File: src/rtl/accum_pkg.sv
// Shared types and constants for the accumulator window controller.
package accum_pkg;

  typedef enum logic [1:0] {StClear, StAccum, StDrain} state_e;

  localparam int unsigned IN_W_DEF  = 10;
  localparam int unsigned ACC_W_DEF = 28;
  localparam int unsigned OUT_W_DEF = 10;

  // Largest L such that 2^L full-scale samples still fit in acc_w bits.
  function automatic int unsigned max_log2_n(input int unsigned acc_w, input int unsigned in_w);
    return acc_w - in_w;
  endfunction

endpackage

File: src/rtl/mean_round.sv
// Window mean: add half an LSB, shift by LOG2_N, saturate to OUT_W bits.
module mean_round #(
  parameter int unsigned ACC_W  = 28,
  parameter int unsigned LOG2_N = 6,
  parameter int unsigned OUT_W  = 10
) (
  input  logic [ACC_W-1:0] sum,
  output logic [OUT_W-1:0] mean
);

  localparam logic [ACC_W:0] HALF = (ACC_W + 1)'(1) << (LOG2_N - 1);

  logic [ACC_W:0] rounded;
  logic [ACC_W:0] shifted;

  // One extra bit so the rounding add cannot wrap.
  assign rounded = {1'b0, sum} + HALF;
  assign shifted = rounded >> LOG2_N;
  assign mean    = (|shifted[ACC_W:OUT_W]) ? {OUT_W{1'b1}} : shifted[OUT_W-1:0];

endmodule

File: src/rtl/accum_window_ctrl.sv
// Feeds 2^LOG2_N samples per window into an external accumulator and emits the rounded mean.
module accum_window_ctrl import accum_pkg::*; #(
  parameter int unsigned LOG2_N = 6,
  parameter int unsigned IN_W   = IN_W_DEF,
  parameter int unsigned ACC_W  = ACC_W_DEF,
  parameter int unsigned OUT_W  = OUT_W_DEF
) (
  input  logic             clk,
  input  logic             rst,
  input  logic [IN_W-1:0]  s_data,
  input  logic             s_valid,
  output logic             s_ready,
  output logic [IN_W-1:0]  acc_a,
  output logic             acc_ce,
  output logic             acc_clr,
  input  logic [ACC_W-1:0] acc_y,
  output logic [OUT_W-1:0] m_data,
  output logic             m_valid,
  input  logic             m_ready,
  output logic             stall
);

  state_e            state_q, state_d;
  logic [LOG2_N-1:0] cnt_q;
  logic [OUT_W-1:0]  m_data_q;
  logic              m_valid_q;
  logic [OUT_W-1:0]  mean;
  logic              accept;
  logic              load;
  logic              clr_fsm;

  mean_round #(
    .ACC_W  (ACC_W),
    .LOG2_N (LOG2_N),
    .OUT_W  (OUT_W)
  ) u_mean_round (
    .sum  (acc_y),
    .mean (mean)
  );

  assign accept  = s_valid & s_ready;
  assign acc_ce  = accept;
  assign acc_a   = s_data;
  // Combinational so the accumulator clears on the same edge as this block.
  assign acc_clr = rst | clr_fsm;
  assign m_data  = m_data_q;
  assign m_valid = m_valid_q;

  always_comb begin
    state_d = state_q;
    s_ready = 1'b0;
    stall   = 1'b0;
    load    = 1'b0;
    clr_fsm = 1'b0;
    unique case (state_q)
      StClear: begin
        clr_fsm = 1'b1;
        state_d = StAccum;
      end
      StAccum: begin
        s_ready = 1'b1;
        if (accept && (&cnt_q)) state_d = StDrain;
      end
      StDrain: begin
        if (!m_valid_q || m_ready) begin
          load    = 1'b1;
          clr_fsm = 1'b1;
          state_d = StAccum;
        end else begin
          stall = 1'b1;
        end
      end
      default: state_d = StClear;
    endcase
  end

  always_ff @(posedge clk) begin
    if (rst) begin
      state_q   <= StClear;
      cnt_q     <= '0;
      m_data_q  <= '0;
      m_valid_q <= 1'b0;
    end else begin
      state_q <= state_d;
      // Counter wraps to zero on the last accept of a window.
      if (accept) cnt_q <= cnt_q + LOG2_N'(1);
      if (load) begin
        m_data_q  <= mean;
        m_valid_q <= 1'b1;
      end else if (m_ready) begin
        m_valid_q <= 1'b0;
      end
    end
  end

endmodule

File: config.mk
export PLATFORM = sky130hd
export DESIGN_NAME = accum_window_ctrl
export DESIGN_NICKNAME = d
export VERILOG_FILES = /design/src/rtl/accum_pkg.sv /design/src/rtl/mean_round.sv /design/src/rtl/accum_window_ctrl.sv
export SDC_FILE = /design/constraint.sdc
export NUM_CORES = 1
export LEC_CHECK = 0
export CORE_ASPECT_RATIO = 1.2
export CORE_UTILIZATION = 39
export CTS_CLUSTER_SIZE = 12
export DETAILED_ROUTE_END_ITERATION = 10
export PLACE_DENSITY = 0.8
export SYNTH_ARGS = -nofsm -noshare
export SYNTH_HDL_FRONTEND = slang
export SYNTH_SLANG_ARGS = --single-unit
File: constraint.sdc
create_clock -name clk -period 2.4 [get_ports clk]
set_input_delay 0.24 -clock clk [delete_from_list [all_inputs] [get_ports clk]]
set_output_delay 0.24 -clock clk [all_outputs]
set_load 0.02 [all_outputs]
==> summary.txt, run 1 <==
run status = complete, no violations
CTS buffer count = 3
Seq/Total Area, Yosys = 0.298
WL final = 2730 um
cell count after placement = 245
Syn Nets = 201
Rows = 22
Worst-path clk slew = 100 ps
Tightest Hold Check Type = input pin to output port
most frequent cells in the layout = clkdlybuf4s50_1 (41), nor2_1 (32), buf_4 (27)
n_diodes = 0
Post-route DRC = 0
reg-to-reg critical path startpoint = state_q[0]
Flop pwr share = 0.513
DIE AREA = 0.00351 mm^2
total number of vias = 1293
post-route ant nets = 0
min Tclk post-route = 2240 ps
worst-margin pin slew = 414 ps
Unique masters post-synth = 41
unrepaired setup endpoints after global routing = false
routability congestion estimate = 0.830
Max Fclk = 446 MHz
GRT Overall Usage = 0.180
DRT Pass-1 Iters = 4
CP required = 2610 ps
port bufs = 41
total grt overflow = 0
fin nets = 260
syn_area_per_cell = 8.13 um^2
Initial DRC Count = 23
proportion of layout cells with a drive suffix above 1 = 0.205
most common cell after layout, fill and taps aside = clkdlybuf4s50_1
Worst-Skew Late Latency = 300 ps
final slew viol count = 0
Root Buffer = clkbuf_4
sw frac = 0.249
R2R cell count = 6
#FFs+latches synth = 19
Final setup viols = 0
clk buf depth = 2
cell count after synthesis = 157
mapped cell area = 0.00128 mm^2
r2r setup slk = 840 ps
core area = 0.00308 mm^2
power density over cell area = 334 mW/mm^2
Area Growth Syn to Fin = 46.7%
Post-CTS Setup Bufs = 0
Slew HR = 0.722
Tcrit/Tclk final = 0.933
final hold viol count = 0
startpoint types = input pin
min-delay src = s_data[4]
Die Ht = 64.7 um
Finished Layout Cells = 251
number of global-route vias before repair = 1226
critical path type = input pin to flip-flop
final setup TNS = 0 ps
hold endpoint = acc_a[4]
global-route wire length before repair = 4690 um
initial antenna violation count = 0
Syn. warnings = 0
CTS tree = yes
Max FO, Critical Path = 7
clock sink count = 19
Critical Path AT = 2450 ps
Worst VDD drop = 0.320 mV
post-DR wirelength/cell = 10.9 um
leak pwr = 0.686 nW
Vias per Instance = 5.15
largest net degree at the start of global routing = 20
# resized after CTS = 0
hold path cells = 0
Core Util, Final = 0.607
initial core utilization = 0.414
clock share of power = 0.247
P_sw = 156 uW
crit end category = flip-flop
MaxCap Viol Count = 0
Reg-to-Reg End = m_data[0]
chip width = 54.2 um
Post-CTS Hold Fix Bufs = 0
Final HPWL DP = 2310 um
I/O pin cnt = 67
CTS H-tree depth = 1
combinational power share = 0.240
clk_skew = 8.93 ps
Pint = 469 uW
-- power by group through the flow --
stage               combinational [mW]  sequential [mW]  clock, mW
floorplan                       0.0776            0.327          0
global placement                 0.147            0.328          0
detailed placement               0.150            0.328          0
CTS                              0.150            0.321      0.162
global route                     0.163            0.321      0.175
finish                           0.150            0.321      0.155
-- stage by stage --
step / power, mW / setup WS, ps / instance area [um^2] / hold WS (ps)
4_1_cts: 0.633 / 40.3 / 1860 / 480
3_5_place_dp: 0.478 / -298 / 1830 / 480
5_1_grt: 0.659 / 67.5 / 1870 / 480
2_1_floorplan: 0.405 / 421 / 1280 / 440
6_report: 0.625 / 160 / 1870 / 480
3_3_place_gp: 0.475 / -187 / 1830 / 480
-- cell type report --
cell class | instances | area, um^2
Clock buffer | 3 | 22.5
Clock inverter | 1 | 5.00
Fill cell | 294 | 1210
Inverter | 5 | 18.8
Multi-Input combinational cell | 119 | 787
Sequential cell | 19 | 380
Tap cell | 36 | 45.0
Timing Repair Buffer | 68 | 613
-- state kept, by name (all words and copies together), names as in the netlist --
register / count
cnt_q: 6
m_data: 10
state_q: 2
m_valid: 1
-- kinds of logic after synthesis --
kind of cell             Yosys count  share of synthesized area
buffers and inverters             19                     0.0853
multiplexers                       2                     0.0167
AO/OA/AOI/OAI                     25                      0.146
XOR/XNOR                          17                      0.117
adder cells (fa/ha/maj)            2                     0.0196
flip-flops                        19                      0.298
AND/OR/NAND/NOR                   73                      0.318
-- worst max-delay path by stage --
stage / from / end / slack [ps] / depth (start not counted)
floorplan: acc_y[5] / m_data[0] / 420 / 7
global placement: acc_y[11] / m_data[6] / -190 / 7
detailed placement: acc_y[5] / m_data[0] / -300 / 8
CTS: acc_y[5] / m_data[0] / 40 / 8
global route: acc_y[11] / m_data[0] / 70 / 8
finish: acc_y[11] / m_data[0] / 160 / 8
-- routing by layer --
metal	up-vias	routed length, um	global-route usage
li1	662	-	-
met3	4	123	0.0211
met1	595	1100	0.186
met2	32	1440	0.320
met5	-	0	0
met4	0	65	0.119
-- critical path, cell delays in order --
cell	delay, ps
clkdlybuf4s50_1	520
nand4_4	160
or4_4	590
o21a_1	190
o21ai_1	250
nor4_4	60
buf_4	160
a211oi_1	270
-- synthesized netlist by cell type --
cell / count / area, um^2
or2_2: 1 / 6.26
nand3_1: 6 / 30.0
or2_0: 1 / 6.26
a22oi_1: 1 / 7.51
o41ai_1: 1 / 8.76
dfxtp_1: 19 / 380
nand4_2: 1 / 12.5
inv_1: 5 / 18.8
nand2_1: 9 / 33.8
buf_4: 10 / 75.1
and4_1: 1 / 8.76
nor3_1: 4 / 20.0
xor2_1: 3 / 26.3
o21ai_1: 1 / 5.00
nor4_4: 1 / 21.3
nand4_1: 3 / 18.8
a31oi_1: 2 / 12.5
o31a_2: 1 / 10.0
nor2b_1: 2 / 12.5
a211oi_1: 11 / 82.6
o21ai_0: 1 / 5.00
or4_4: 2 / 22.5
o211ai_1: 1 / 7.51
nor2_1: 32 / 120
xnor2_1: 14 / 123
and3_1: 1 / 6.26
nand4_4: 1 / 21.3
ha_1: 2 / 25.0
mux2i_1: 1 / 10.0
nor4_1: 2 / 12.5
a21oi_2: 1 / 8.76
o21a_1: 1 / 7.51
clkbuf_1: 4 / 15.0
mux2_2: 1 / 11.3
o31ai_2: 1 / 12.5
and3b_1: 1 / 8.76
nand2b_1: 3 / 18.8
a31o_2: 1 / 8.76
nor3_2: 1 / 10.0
nor4b_2: 1 / 15.0
a21oi_1: 2 / 10.0
Power figures use the tool's default switching activity.
==> run 2: changes to the inputs <==
CORE_UTILIZATION = 41   (was 39)
CTS_BUF_LIST = sky130_fd_sc_hd__clkbuf_8   (was default)
PLACE_DENSITY = 0.83   (was 0.8)
==> run 2 against run 1 <==
- cell count down 0.80%
- fmax down 6.3%
- non-clock buffer count unchanged
- clock skew down 3.8 ps
- power up 11%
- critical path type unchanged
- critical path depth unchanged
- final area up 3.1%
- flip-flop and latch count unchanged
- setup slack worse by 150 ps
- register-to-register slack worse by 40 ps
- sequential share of layout area down 0.62 points
==> summary.txt, run 2 (synthesis results as in run 1) <==
run status = complete, no violations
slowest stage delay, CP = 580 ps (about the same)
total number of vias = 1366 (+5.6%)
CP required = 2540 ps (-70 ps)
Post-CTS Hold Fix Bufs = 0 (unchanged)
fin nets = 260 (unchanged)
MaxCap Viol Count = 0 (unchanged)
Vias per Instance = 5.49 (+6.5%)
post-route ant nets = 0 (unchanged)
GRT Overall Usage = 0.206 (+0.0265)
global-route wire length before repair = 5230 um (+12%)
Initial DRC Count = 29 (+26%)
Worst VDD drop = 0.366 mV (+14%)
CTS H-tree depth = 1 (unchanged)
Final setup viols = 0 (unchanged)
total power = 692 uW (+11%)
Die Ht = 63.1 um (-2.4%)
Tightest Hold Check Type = input pin to flip-flop
power density over cell area = 358 mW/mm^2 (+7.3%)
Slew HR = 0.605 (-0.116)
proportion of layout cells with a drive suffix above 1 = 0.214 (+0.00930)
final slew viol count = 0 (unchanged)
Worst-Skew Late Latency = 260 ps (-40 ps)
Post-route DRC = 0 (unchanged)
core area = 0.00286 mm^2 (-7.1%)
largest net degree at the start of global routing = 20 (unchanged)
CP max stage cell = or4_4
routability congestion estimate = 0.836 (+0.63%)
number of global-route vias before repair = 1322 (+7.8%)
WL final = 3570 um (+31%)
final setup TNS = 0 ps (unchanged)
initial core utilization = 0.446 (+0.0316)
worst path buffer plus inverter count = 2 (unchanged)
dpl cell area = 0.00181 mm^2 (-0.96%)
CTS tree = yes
clock sink count = 19 (unchanged)
Design Area, Final = 0.00193 mm^2 (+3.1%)
crit end category = flip-flop
clk buf depth = 2 (unchanged)
most common cell after layout, fill and taps aside = clkdlybuf4s50_1
Worst-path clk slew = 60 ps (-40 ps)
Cell Chain, Critical Path = clkdlybuf4s50_1, nand4_1, or4_4, nor4b_4, o21ai_2, nor4_4, buf_4, a211oi_1
final hold viol count = 0 (unchanged)
leak pwr = 0.746 nW (+8.8%)
chip width = 52.9 um (-2.4%)
I/O pin cnt = 67 (unchanged)
n_diodes = 0 (unchanged)
Root Buffer = clkbuf_8
clk_skew = 5.08 ps (-3.85 ps)
most frequent cells in the layout = clkdlybuf4s50_1 (36), nor2_1 (32), buf_4 (26)
Rows = 21 (-4.5%)
Area Growth Syn to Fin = 51.3%
startpoint types = input pin
Tcrit/Tclk final = 0.996 (+0.0627)
Max Fclk = 418 MHz (-6.3%)
Largest register FFs = 10 (unchanged)
initial antenna violation count = 0 (unchanged)
worst-margin pin slew = 584 ps (+170 ps)
post-DR wirelength/cell = 14.3 um (+32%)
DRT Pass-1 Iters = 4 (unchanged)
Final HPWL DP = 2720 um (+18%)
Critical Path AT = 2530 ps (+80 ps)
DIE AREA = 0.00334 mm^2 (-4.7%)
min Tclk post-route = 2390 ps (+150 ps)
top cell family by delay on the critical path = simple AND/OR/NAND/NOR gates
port bufs = 41 (unchanged)
Max FO, Critical Path = 5 (-2)
total grt overflow = 0 (unchanged)
worst hold slack = 474 ps (-5.55 ps)
CTS buffer count = 3 (unchanged)
critical path type = input pin to flip-flop
## run 2: metal layers
| metal | up-vias | wire length (um) | global-route usage |
|---|---|---|---|
| met1 | 652 | 1270 | 0.175 |
| met3 | 9 | 153 | 0.0242 |
| met5 | - | 0 | 0 |
| met2 | 46 | 2080 | 0.430 |
| met4 | 0 | 74 | 0.0954 |
| li1 | 659 | - | - |
## run 2: area by class of cell
| type | instances | area (um^2) |
|---|---|---|
| Tap cell | 34 | 42.5 |
| Fill cell | 234 | 933 |
| Clock buffer | 3 | 41.3 |
| Sequential cell | 19 | 380 |
| Timing Repair Buffer | 68 | 629 |
| Multi-Input combinational cell | 119 | 813 |
| Clock inverter | 1 | 5.00 |
| Inverter | 5 | 18.8 |
## run 2: report_power, final
group	switching (mW)	internal (mW)	leakage (nW)
combinational	0.0672	0.0873	0.567
sequential	0.00254	0.318	0.154
clock	0.101	0.115	0.0255
## run 2: stage by stage
stage	worst slack [ps]	cells	util
floorplan	421	157	-
detailed placement	-261	241	0.633
global route	-47.0	249	0.674
finish	9.67	249	0.674
global placement	-164	241	0.633
CTS	14.9	245	0.649
## run 2: timing repair
action | CTS | global route
gates resized for setup | 0 | 11
hold endpoints to repair | 0 | 0
setup buffers | 0 | 3
endpoints found under the setup margin | 0 | 10
## run 2: worst paths after layout
| kind | end | cells past startpoint | startpoint | slack, ps |
|---|---|---|---|---|
| max reg2reg | m_data[0] | 6 | state_q[0] | 800 |
| max | m_data[0] | 8 | acc_y[17] | 10 |
| min reg2reg | m_data[8] | 2 | m_data[8] | 510 |
| min | m_data[9] | 4 | acc_y[15] | 470 |
## run 2: worst reg2reg max path, stage by stage, from the launching register on
cell and delay (ps):
dfxtp_1 340, nand2b_1 180, nor2_1 200, o211ai_1 170
nor4_4 320, buf_4 200, a211oi_1 70
